--- config.mk ---
export PLATFORM = sky130hd
export DESIGN_NAME = trigger_arbiter_flat
export DESIGN_NICKNAME = d
export VERILOG_FILES = /design/src/rtl/trig_arb_pkg.sv /design/src/rtl/trigger_arbiter_if.sv /design/src/rtl/trig_pend_counter.sv /design/src/rtl/trigger_arbiter.sv /design/src/flat_wrapper.sv
export SDC_FILE = /design/constraint.sdc
export NUM_CORES = 1
export LEC_CHECK = 0
export CAP_MARGIN = 10
export CORE_MARGIN = 3
export CORE_UTILIZATION = 55
export CTS_CLUSTER_SIZE = 12
export DETAILED_ROUTE_END_ITERATION = 8
export DONT_BUFFER_PORTS = 1
export PLACE_DENSITY = 0.7
export SLEW_MARGIN = 40
export SYNTH_ARGS = -nofsm -noshare
export SYNTH_HDL_FRONTEND = slang
export SYNTH_SLANG_ARGS = --single-unit
--- constraint.sdc ---
create_clock -name Clk -period 8.32 [get_ports Clk]
set_input_delay 0.832 -clock Clk [delete_from_list [all_inputs] [get_ports Clk]]
set_output_delay 0.832 -clock Clk [all_outputs]
set_load 0.01 [all_outputs]
--- src/rtl/trig_arb_pkg.sv ---
// Shared types and default sizing for the L1 trigger arbiter.
package trig_arb_pkg;

   localparam int unsigned NUM_REQ = 3;
   localparam int unsigned CNT_W   = 4;
   localparam int unsigned PEND_W  = 3;
   localparam int unsigned ID_W    = 5;
   localparam int unsigned GAP_CYC = 2;

   localparam logic [7:0] DROP_MAX = 8'hFF;

   typedef enum logic [1:0] {
      IDLE  = 2'd0,
      ISSUE = 2'd1,
      BURST = 2'd2,
      GAP   = 2'd3
   } state_e;

endpackage

--- src/rtl/trigger_arbiter_if.sv ---
// Request/trigger bus between the request sources and the arbiter.
interface trigger_arbiter_if #(
   parameter int unsigned NUM_REQ = trig_arb_pkg::NUM_REQ,
   parameter int unsigned CNT_W   = trig_arb_pkg::CNT_W,
   parameter int unsigned PEND_W  = trig_arb_pkg::PEND_W,
   parameter int unsigned ID_W    = trig_arb_pkg::ID_W,
   parameter int unsigned SRC_W   = (NUM_REQ > 1) ? $clog2(NUM_REQ) : 1
);

   logic [NUM_REQ-1:0]        Req;
   logic [NUM_REQ-1:0]        Req_Enable;
   logic [CNT_W-1:0]          Trigger_Count;
   logic                      L1_Reg_Full;
   logic                      Trig_Out;
   logic [SRC_W-1:0]          Trig_Src;
   logic [ID_W-1:0]           L1_ID;
   logic                      Busy;
   logic [NUM_REQ*PEND_W-1:0] Pending;
   logic                      Drop;
   logic [7:0]                Drop_Count;

   modport master (
      output Req, Req_Enable, Trigger_Count, L1_Reg_Full,
      input  Trig_Out, Trig_Src, L1_ID, Busy, Pending, Drop, Drop_Count
   );

   modport slave (
      input  Req, Req_Enable, Trigger_Count, L1_Reg_Full,
      output Trig_Out, Trig_Src, L1_ID, Busy, Pending, Drop, Drop_Count
   );

endinterface

--- src/rtl/trig_pend_counter.sv ---
// Per-source pending-request counter: saturating up/down with flush.
module trig_pend_counter #(
   parameter int unsigned W = trig_arb_pkg::PEND_W
) (
   input  logic         clk,
   input  logic         rst,
   input  logic         inc,
   input  logic         dec,
   input  logic         flush,
   output logic [W-1:0] count,
   output logic         drop_c
);

   localparam logic [W-1:0] CNT_MAX = '1;

   logic [W-1:0] count_q, count_d;

   // Simultaneous inc and dec cancel, so a full counter still accepts that request.
   always_comb begin
      count_d = count_q;
      drop_c  = 1'b0;
      if (flush) begin
         count_d = '0;
      end else if (inc && !dec) begin
         if (count_q == CNT_MAX) drop_c = 1'b1;
         else                    count_d = count_q + W'(1);
      end else if (dec && !inc && (count_q != '0)) begin
         count_d = count_q - W'(1);
      end
   end

   always_ff @(posedge clk) begin
      if (rst) count_q <= '0;
      else     count_q <= count_d;
   end

   assign count = count_q;

endmodule

--- src/rtl/trigger_arbiter.sv ---
// Merges buffered L1 requests by fixed priority into one paced trigger stream
// with source tag, L1 ID and drop accounting.
module trigger_arbiter
   import trig_arb_pkg::*;
#(
   parameter int unsigned NUM_REQ = trig_arb_pkg::NUM_REQ,
   parameter int unsigned CNT_W   = trig_arb_pkg::CNT_W,
   parameter int unsigned PEND_W  = trig_arb_pkg::PEND_W,
   parameter int unsigned ID_W    = trig_arb_pkg::ID_W,
   parameter int unsigned GAP_CYC = trig_arb_pkg::GAP_CYC
) (
   input logic              Clk,
   input logic              Reset,
   trigger_arbiter_if.slave bus
);

   localparam int unsigned SRC_W = (NUM_REQ > 1) ? $clog2(NUM_REQ) : 1;
   localparam int unsigned SUM_W = 9;

   logic [PEND_W-1:0]         pend [NUM_REQ];
   logic [NUM_REQ-1:0]        inc_c, flush_c, dec_c, drop_c;
   logic [NUM_REQ*PEND_W-1:0] pend_flat_c;
   logic                      any_pend_c;
   logic [SRC_W-1:0]          pick_c;
   logic [SUM_W-1:0]          drop_sum_c;

   state_e           state_q, state_d;
   logic [CNT_W-1:0] cnt_q, cnt_d;
   logic             trig_out_q, trig_out_d;
   logic [SRC_W-1:0] trig_src_q, trig_src_d;
   logic [ID_W-1:0]  l1_id_q, l1_id_d;
   logic             busy_q, busy_d;
   logic             drop_q, drop_d;
   logic [7:0]       drop_cnt_q, drop_cnt_d;

   assign inc_c   = bus.Req & bus.Req_Enable;
   assign flush_c = ~bus.Req_Enable;

   for (genvar i = 0; i < NUM_REQ; i++) begin : g_pend
      trig_pend_counter #(.W(PEND_W)) u_pend (
         .clk    (Clk),
         .rst    (Reset),
         .inc    (inc_c[i]),
         .dec    (dec_c[i]),
         .flush  (flush_c[i]),
         .count  (pend[i]),
         .drop_c (drop_c[i])
      );
   end

   // Priority pick (lowest index wins) and consume of the issued source.
   always_comb begin
      pend_flat_c = '0;
      any_pend_c  = 1'b0;
      pick_c      = '0;
      dec_c       = '0;
      for (int unsigned i = 0; i < NUM_REQ; i++) begin
         pend_flat_c[i*PEND_W +: PEND_W] = pend[i];
         if (!any_pend_c && (pend[i] != '0)) begin
            any_pend_c = 1'b1;
            pick_c     = SRC_W'(i);
         end
         dec_c[i] = (state_q == ISSUE) && (trig_src_q == SRC_W'(i));
      end
   end

   always_comb begin
      drop_sum_c = SUM_W'(drop_cnt_q);
      for (int unsigned i = 0; i < NUM_REQ; i++) begin
         drop_sum_c = drop_sum_c + SUM_W'(drop_c[i]);
      end
   end

   // cnt_q counts the burst in BURST and is reused for the guard gap in GAP.
   always_comb begin
      state_d    = state_q;
      cnt_d      = cnt_q;
      trig_out_d = 1'b0;
      trig_src_d = trig_src_q;
      l1_id_d    = l1_id_q;
      case (state_q)
         IDLE: begin
            if (any_pend_c && !bus.L1_Reg_Full) begin
               state_d    = ISSUE;
               trig_out_d = 1'b1;
               trig_src_d = pick_c;
               l1_id_d    = l1_id_q + ID_W'(1);
            end
         end
         ISSUE: begin
            state_d = BURST;
            cnt_d   = (bus.Trigger_Count == '0) ? CNT_W'(1) : bus.Trigger_Count;
         end
         BURST: begin
            if (cnt_q == CNT_W'(1)) begin
               state_d = GAP;
               cnt_d   = CNT_W'(GAP_CYC);
            end else begin
               cnt_d = cnt_q - CNT_W'(1);
            end
         end
         GAP: begin
            if (cnt_q <= CNT_W'(1)) begin
               state_d = IDLE;
               cnt_d   = '0;
            end else begin
               cnt_d = cnt_q - CNT_W'(1);
            end
         end
         default: state_d = IDLE;
      endcase
      busy_d     = (state_d != IDLE);
      drop_d     = |drop_c;
      drop_cnt_d = (drop_sum_c > SUM_W'(DROP_MAX)) ? DROP_MAX : drop_sum_c[7:0];
   end

   always_ff @(posedge Clk) begin
      if (Reset) begin
         state_q    <= IDLE;
         cnt_q      <= '0;
         trig_out_q <= 1'b0;
         trig_src_q <= '0;
         l1_id_q    <= '0;
         busy_q     <= 1'b0;
         drop_q     <= 1'b0;
         drop_cnt_q <= '0;
      end else begin
         state_q    <= state_d;
         cnt_q      <= cnt_d;
         trig_out_q <= trig_out_d;
         trig_src_q <= trig_src_d;
         l1_id_q    <= l1_id_d;
         busy_q     <= busy_d;
         drop_q     <= drop_d;
         drop_cnt_q <= drop_cnt_d;
      end
   end

   assign bus.Trig_Out   = trig_out_q;
   assign bus.Trig_Src   = trig_src_q;
   assign bus.L1_ID      = l1_id_q;
   assign bus.Busy       = busy_q;
   assign bus.Pending    = pend_flat_c;
   assign bus.Drop       = drop_q;
   assign bus.Drop_Count = drop_cnt_q;

endmodule

--- src/flat_wrapper.sv ---
// flat-port wrapper written by rule: the top's interface ports become plain ports
module trigger_arbiter_flat import trig_arb_pkg::*;
#(
   parameter int unsigned NUM_REQ = trig_arb_pkg::NUM_REQ,
   parameter int unsigned CNT_W   = trig_arb_pkg::CNT_W,
   parameter int unsigned PEND_W  = trig_arb_pkg::PEND_W,
   parameter int unsigned ID_W    = trig_arb_pkg::ID_W,
   parameter int unsigned GAP_CYC = trig_arb_pkg::GAP_CYC
)
  (Clk, Reset, bus_Req, bus_Req_Enable, bus_Trigger_Count, bus_L1_Reg_Full, bus_Trig_Out, bus_Trig_Src, bus_L1_ID, bus_Busy, bus_Pending, bus_Drop, bus_Drop_Count);
  trigger_arbiter_if #(.NUM_REQ(NUM_REQ), .CNT_W(CNT_W), .PEND_W(PEND_W), .ID_W(ID_W)) bus_i ();
  input logic Clk;
  input logic Reset;
  input wire logic [$bits(bus_i.Req)-1:0] bus_Req;
  input wire logic [$bits(bus_i.Req_Enable)-1:0] bus_Req_Enable;
  input wire logic [$bits(bus_i.Trigger_Count)-1:0] bus_Trigger_Count;
  input wire logic [$bits(bus_i.L1_Reg_Full)-1:0] bus_L1_Reg_Full;
  output wire logic [$bits(bus_i.Trig_Out)-1:0] bus_Trig_Out;
  output wire logic [$bits(bus_i.Trig_Src)-1:0] bus_Trig_Src;
  output wire logic [$bits(bus_i.L1_ID)-1:0] bus_L1_ID;
  output wire logic [$bits(bus_i.Busy)-1:0] bus_Busy;
  output wire logic [$bits(bus_i.Pending)-1:0] bus_Pending;
  output wire logic [$bits(bus_i.Drop)-1:0] bus_Drop;
  output wire logic [$bits(bus_i.Drop_Count)-1:0] bus_Drop_Count;
  assign bus_i.Req = bus_Req;
  assign bus_i.Req_Enable = bus_Req_Enable;
  assign bus_i.Trigger_Count = bus_Trigger_Count;
  assign bus_i.L1_Reg_Full = bus_L1_Reg_Full;
  assign bus_Trig_Out = bus_i.Trig_Out;
  assign bus_Trig_Src = bus_i.Trig_Src;
  assign bus_L1_ID = bus_i.L1_ID;
  assign bus_Busy = bus_i.Busy;
  assign bus_Pending = bus_i.Pending;
  assign bus_Drop = bus_i.Drop;
  assign bus_Drop_Count = bus_i.Drop_Count;
  trigger_arbiter #(.NUM_REQ(NUM_REQ), .CNT_W(CNT_W), .PEND_W(PEND_W), .ID_W(ID_W), .GAP_CYC(GAP_CYC)) u_core (.Clk(Clk), .Reset(Reset), .bus(bus_i));
endmodule
After elaboration in Yosys (flattened, before gate mapping) --
Cells that the tools add are included.
Operators by class: add/sub/neg operators 11, magnitude comparators 2, reductions and logical operators 44, bitwise operators 3, equal/unequal tests 12, multiplexer cells 33
Operators by type and width (number):
- $mux W3 | 9
- $add A9 B1 Y9 | 2
- $logic_and A1 B1 Y1 | 15
- $mux W1 | 14
- $mux W4 | 3
- $pmux W4 S3 | 1
- $reduce_bool A3 Y1 | 4
- $add A3 B1 Y3 const B | 3
- $add A8 B1 Y9 | 1
- $eq A3 B3 Y1 const B | 3
- $gt A9 B8 Y1 const B | 1
- $logic_not A1 Y1 | 9
- $sub A3 B1 Y3 const B | 3
- $mux W2 | 4
- $mux W8 | 1
- $pmux W2 S4 | 1
- $reduce_and A2 Y1 | 4
- $reduce_bool A2 Y1 | 4
- $reduce_or A2 Y1 | 4
- $eq A2 B2 Y1 const B | 3
- $ne A2 B2 Y1 const B | 3
- $add A5 B1 Y5 const B | 1
- $eq A2 B1 Y1 const B | 2
- $eq A4 B1 Y1 const B | 1
- 8 further kinds | 9
Word-level totals: output and inout port bits 27, flip-flop bits (word level) 33, word-level logic and storage cells 116, input bits 13

Longest topological paths before layout --
depth after elaboration 12, mapped depth 12, depth with buffers taken out 11

Cells and area by module --
Synthesis repeated with hierarchy kept, for this count alone.
Second synthesis, totals: cells, all modules 239, area, all modules 2059.5 sq um
Modules (own cells, without submodules):
- trigger_arbiter | instances 1, cells each 143, seq. area each 480.5 sq um, area an instance 1244.9 sq um
- trig_pend_counter | instances 3, cells each 32, seq. area each 60.1 sq um, area an instance 271.5 sq um

Worst setup path after synthesis --
Ideal clock, no wire load.
path type register to register, from register u_core.state_q[0], to register u_core.drop_cnt_q[0], in the netlist u_core.bus.Drop_Count[0], period minus slack after synthesis 2838 ps, required time 8249 ps, cell stages (with the launch flop) 13, setup time 71 ps, buffers on the path 1, arrival time 2767 ps, setup slack 5482 ps, path through dfxtp_1 > clkbuf_1 > nor2b_1 > nand3b_1 > nand4_1 > inv_1 > fa_1 > ha_1 > inv_1 > fa_1 > nor2_1 > nand3_1 > a21oi_1
On the way: longest elaborated chain between the ends 11, elaborated cells between the ends (all ways) 21, classes of those cells 3 x add/sub; 1 x order compare; 1 x eq/ne; 7 x mux; 9 x reduce/logical
Ends and longest elaborated chain:
- start, declared | RTL line trigger_arbiter.sv:27 | state_e state_q, state_d;
- start signal, assigned | RTL line trigger_arbiter.sv:128 | state_q <= state_d;
- $eq A2 B1 Y1 (*) | RTL line trigger_arbiter.sv:63 | dec_c[i] = (state_q == ISSUE) && (trig_src_q == SRC_W'(i));
- $logic_and A1 B1 Y1 | RTL line trigger_arbiter.sv:63
- $logic_not A1 Y1 | RTL line trig_pend_counter.sv:24 | end else if (inc && !dec) begin
- $logic_and A1 B1 Y1 | RTL line trig_pend_counter.sv:24
- $mux W1 | RTL line trig_pend_counter.sv:24
- $mux W1 | RTL line trig_pend_counter.sv:22 | if (flush) begin
- $add A8 B1 Y9 | RTL line trigger_arbiter.sv:70 | drop_sum_c = drop_sum_c + SUM_W'(drop_c[i]);
- $add A9 B1 Y9 | RTL line trigger_arbiter.sv:70
- $add A9 B1 Y9 (*) | RTL line trigger_arbiter.sv:70
- $gt A9 B8 Y1 | RTL line trigger_arbiter.sv:114 | drop_cnt_d = (drop_sum_c > SUM_W'(DROP_MAX)) ? DROP_MAX : drop_sum_c[7:0];
- $mux W8 (*) | RTL line trigger_arbiter.sv:114
- end signal, assigned | RTL line trigger_arbiter.sv:135 | drop_cnt_q <= drop_cnt_d;
- end, declared | RTL line trigger_arbiter.sv:34 | logic [7:0] drop_cnt_q, drop_cnt_d;
Every way passes the cells marked *; elsewhere a longest branch is shown, timed or not. A chain may end at the register's enable or synchronous reset.

Worst setup path in the final report --
from register u_core.state_q[0], to register u_core.drop_cnt_q[1], in the netlist u_core.bus.Drop_Count[1]
Same word-level chain as after synthesis.

==> implementation parameters <==
Parameter                              Value

Global routing
  GRT Residual Overflow ... 0
  Pin count of the biggest net entering global routing ... 31
  First-pass GRT wire length ... 6470 microns
  Via count of the first global-routing pass ... 1,478
  Total routing resource utilization after global routing ... 0.199
  Initial antenna violation count ... 0

Layout
  Proportion of layout cells with a drive suffix above 1 ... 0.0574
  Antenna Cells ... 0
  Area Overhead vs Synth ... 5.95%
  Post-Layout Inst Area ... 0.00194 sq mm
  FILL cells ... 289
  Fin nets ... 232
  Non-Filler Instances ... 253

Clocking
  Buffer type at the clock tree root ... sky130_fd_sc_hd__clkbuf_4
  Number of buffers added by the clock tree synthesis step ... 5
  Total of cells resized after clock tree synthesis ... 0
  Later-pin clock latency in the skew report ... 0.33 ns
  TritonCTS clock tree ... built
  Maximum level of the CTS H-tree ... 2
  Maximum buffer depth of the clock tree ... 2
  Number of hold-repair buffers added at the cts stage ... 0
  Setup Fix Bufs, Post-CTS ... 0
  Clock Sinks ... 33
  Clk pin slew, worst setup/hold paths ... 0.10 ns

Place
  HPWL after detailed placement ... 2690 microns
  Placed instance count ... 245
  Routability cong. ... 0.912
  Placed standard-cell area ... 0.00187 sq mm
  Port-buffer cells ... 0

STA
  Final hold viol count ... 0
  Setup_tns ... 0 ns
  Unrepaired setup endpoints after global routing ... false
  Final period demand of the worst path ... 3.08 ns
  Worst slew margin relative to its limit ... 0.656
  Final Max Slew Viols ... 0
  Fraction of the cycle the final worst path needs ... 0.370
  Transition at the pin with the smallest max-transition slack ... 0.515 ns
  Fmax achieved ... 324 MHz
  Maximum clock skew at final layout ... 0.00808 ns
  Final count of negative-setup-slack endpoints ... 0

Synthesis
  Number of flip-flops and latches in the synthesized netlist ... 33
  Sequential element share of the synthesized area ... 0.361
  Synth Net Count ... 230
  Cell taking the most area after synthesis ... sky130_fd_sc_hd__dfxtp_1
  Most used DFF post-synth ... sky130_fd_sc_hd__dfxtp_1
  Commonest cells in the netlist ... sky130_fd_sc_hd__dfxtp_1, sky130_fd_sc_hd__nor2_1, sky130_fd_sc_hd__a21oi_1
  Count of flip-flops with a built-in enable after synthesis ... 0
  Count of synthesis-stage warnings from yosys ... 0
  Avg Cell Area, Syn ... 8.88 sq um
  Post-synth top area share ... 0.361
  Proportion of register bits with asynchronous set or reset after synthesis ... 0
  Number of distinct standard cells referenced by the synthesized netlist ... 44
  Synth area leaders ... sky130_fd_sc_hd__dfxtp_1, sky130_fd_sc_hd__fa_1, sky130_fd_sc_hd__a21oi_1
  Netlist area before placement ... 0.00183 sq mm
  Synthesized instance count ... 206
  Most common cell in the netlist ... sky130_fd_sc_hd__dfxtp_1

Setup path
  CP Data Arrival Time ... 3.35 ns
  Data required, critical path ... 8.59 ns
  Cell with the largest stage delay on the worst path ... sky130_fd_sc_hd__dfxtp_1
  Type of element launching the critical path ... flip-flop
  Crit path max fanout ... 15
  CP cell instances ... nor2b_1, nand3b_1, nand4_1, inv_1, fa_1, ha_1, inv_1, fa_1, nor2_1, nand3_1, a21oi_1
  Critical setup path kind ... flip-flop to flip-flop
  CP Capture Type ... flip-flop
  Highest cell delay on the worst timing path ... 0.63 ns

Power and ir drop
  Maximum ir drop on the vdd rail ... 0.111 mV
  Leakage component of the power ... 0.710 nW
  PD cells ... 168 mW/mm^2
  Sum of internal, switching and leakage power ... 0.325 mW

Detailed routing
  Overall routed net length ... 3600 microns
  Length of routed wiring on met1 ... 1600 microns
  Vias per std cell ... 6.00
  Initial DRC count ... 103
  Highest signal layer in the routed design ... met4
  Routed wire length per instance ... 14.2 microns
  DRC violation count after routing ... 0
  Total length of routed met3 wires ... 209 microns
  TritonRoute pass-1 iters ... 4
  Detail Route Antenna Nets ... 0
  Met2 WL ... 1750 microns
  Routed vias ... 1,517

Die
  Number of standard-cell rows in the floorplan ... 20
  Die X ... 63.7 microns
  Die extent in y ... 63.7 microns
  Starting Density ... 0.590
  Die Footprint ... 0.00405 sq mm
  Core area ... 0.00310 sq mm
  Number of top-level design ports ... 40

Hold path
  Worst hold path type ... flip-flop to flip-flop

Job
  Number of max-cap violations ... 0

Run status
  Outcome ... finished clean
[registers in the layout (all words and copies together), names as in the netlist]
name / flops
u_core.g_pend.u_pend.count: 9
u_core.bus.Drop: 1
u_core.bus.Busy: 1
u_core.bus.L1_ID: 5
u_core.state_q: 2
u_core.bus.Trig_Src: 2
u_core.bus.Drop_Count: 8
u_core.bus.Trig_Out: 1
u_core.cnt_q: 4
[worst max-delay path, delay by kind of cell (launching register included)]
family / cells / cell delay, ns
adders and majority gates: 3 / 1.12
and+or+nand+nor: 5 / 0.95
DFF: 1 / 0.63
AOI/OAI and AO/OA: 1 / 0.19
buffers and inverters: 2 / 0.12
[through the flow]
step | setup slack, ns | util | hold slack, ns
after detailed placement | 5.26 | 0.602 | 0.526
final | 5.24 | 0.625 | 0.533
after global placement | 5.41 | 0.602 | 0.510
after CTS | 5.24 | 0.625 | 0.532
after global routing | 5.00 | 0.625 | 0.528
after floorplan | 5.48 | - | 0.502
[cells by family (layout without fill, tap and decap cells)]
logic type,after synthesis,in the layout,share of synthesized area
buffers and inverters,17,20,0.0356
xor gates and xnor gates,6,6,0.0287
adders and majority gates,11,11,0.0958
DFF,33,33,0.361
and+or+nand+nor,83,83,0.257
AOI/OAI and AO/OA,46,46,0.166
muxes,10,10,0.0568
[power by group]
part | switching (mW) | internal (mW)
sequential | 0.0129 | 0.165
combinational | 0.0215 | 0.0217
clock | 0.0551 | 0.0490
total | 0.0895 | 0.235
[placed cells by master (no fill, tap or decap), types with 4 or more instances in the layout]
cell and n:
sky130_fd_sc_hd__xor2_1 4, sky130_fd_sc_hd__ha_1 6, sky130_fd_sc_hd__mux2i_1 7, sky130_fd_sc_hd__o21ai_1 4
sky130_fd_sc_hd__o21ai_0 7, sky130_fd_sc_hd__nor2b_1 5, sky130_fd_sc_hd__o31ai_1 5, sky130_fd_sc_hd__nand2_1 8
sky130_fd_sc_hd__a21oi_1 15, sky130_fd_sc_hd__nand3_1 8, sky130_fd_sc_hd__nor3b_1 4, sky130_fd_sc_hd__nor3_1 9
sky130_fd_sc_hd__dfxtp_1 33, sky130_fd_sc_hd__inv_1 11, sky130_fd_sc_hd__fa_1 5, sky130_fd_sc_hd__nor2_1 20
sky130_fd_sc_hd__clkbuf_4 5, sky130_fd_sc_hd__or3_1 6
[cell type report]
class / count / area (sq um) / area share
clock buffer: 7 / 65.1 / 0.0336
timing repair buffer: 1 / 7.51 / 0.00387
clock inverter: 1 / 5.00 / 0.00258
tap: 44 / 55.1 / 0.0284
sequential: 33 / 661 / 0.341
inverter: 11 / 41.3 / 0.0213
multi-input combinational: 156 / 1100 / 0.569
[path summary, 6_finish.rpt]
check / slack [ns] / end / start / depth (start not counted)
worst max register to register: 5.24 / u_core.bus.Drop_Count[1]$_SDFF_PP0_ / u_core.state_q[0]$_SDFF_PP0_ / 11
worst max-delay path: 5.24 / u_core.bus.Drop_Count[1]$_SDFF_PP0_ / u_core.state_q[0]$_SDFF_PP0_ / 11
worst min-delay path: 0.53 / u_core.bus.L1_ID[4]$_SDFFE_PP0P_ / u_core.bus.L1_ID[4]$_SDFFE_PP0P_ / 2
worst min register to register: 0.53 / u_core.bus.L1_ID[4]$_SDFFE_PP0P_ / u_core.bus.L1_ID[4]$_SDFFE_PP0P_ / 2
[routing by layer]
metal / GRT usage / vias up
li1: - / 754
met1: 0.234 / 715
met2: 0.338 / 42
met3: 0.0624 / 6
met4: 0.0701 / 0
met5: 0 / -
No activity file was read; power rests on OpenSTA's default activity.
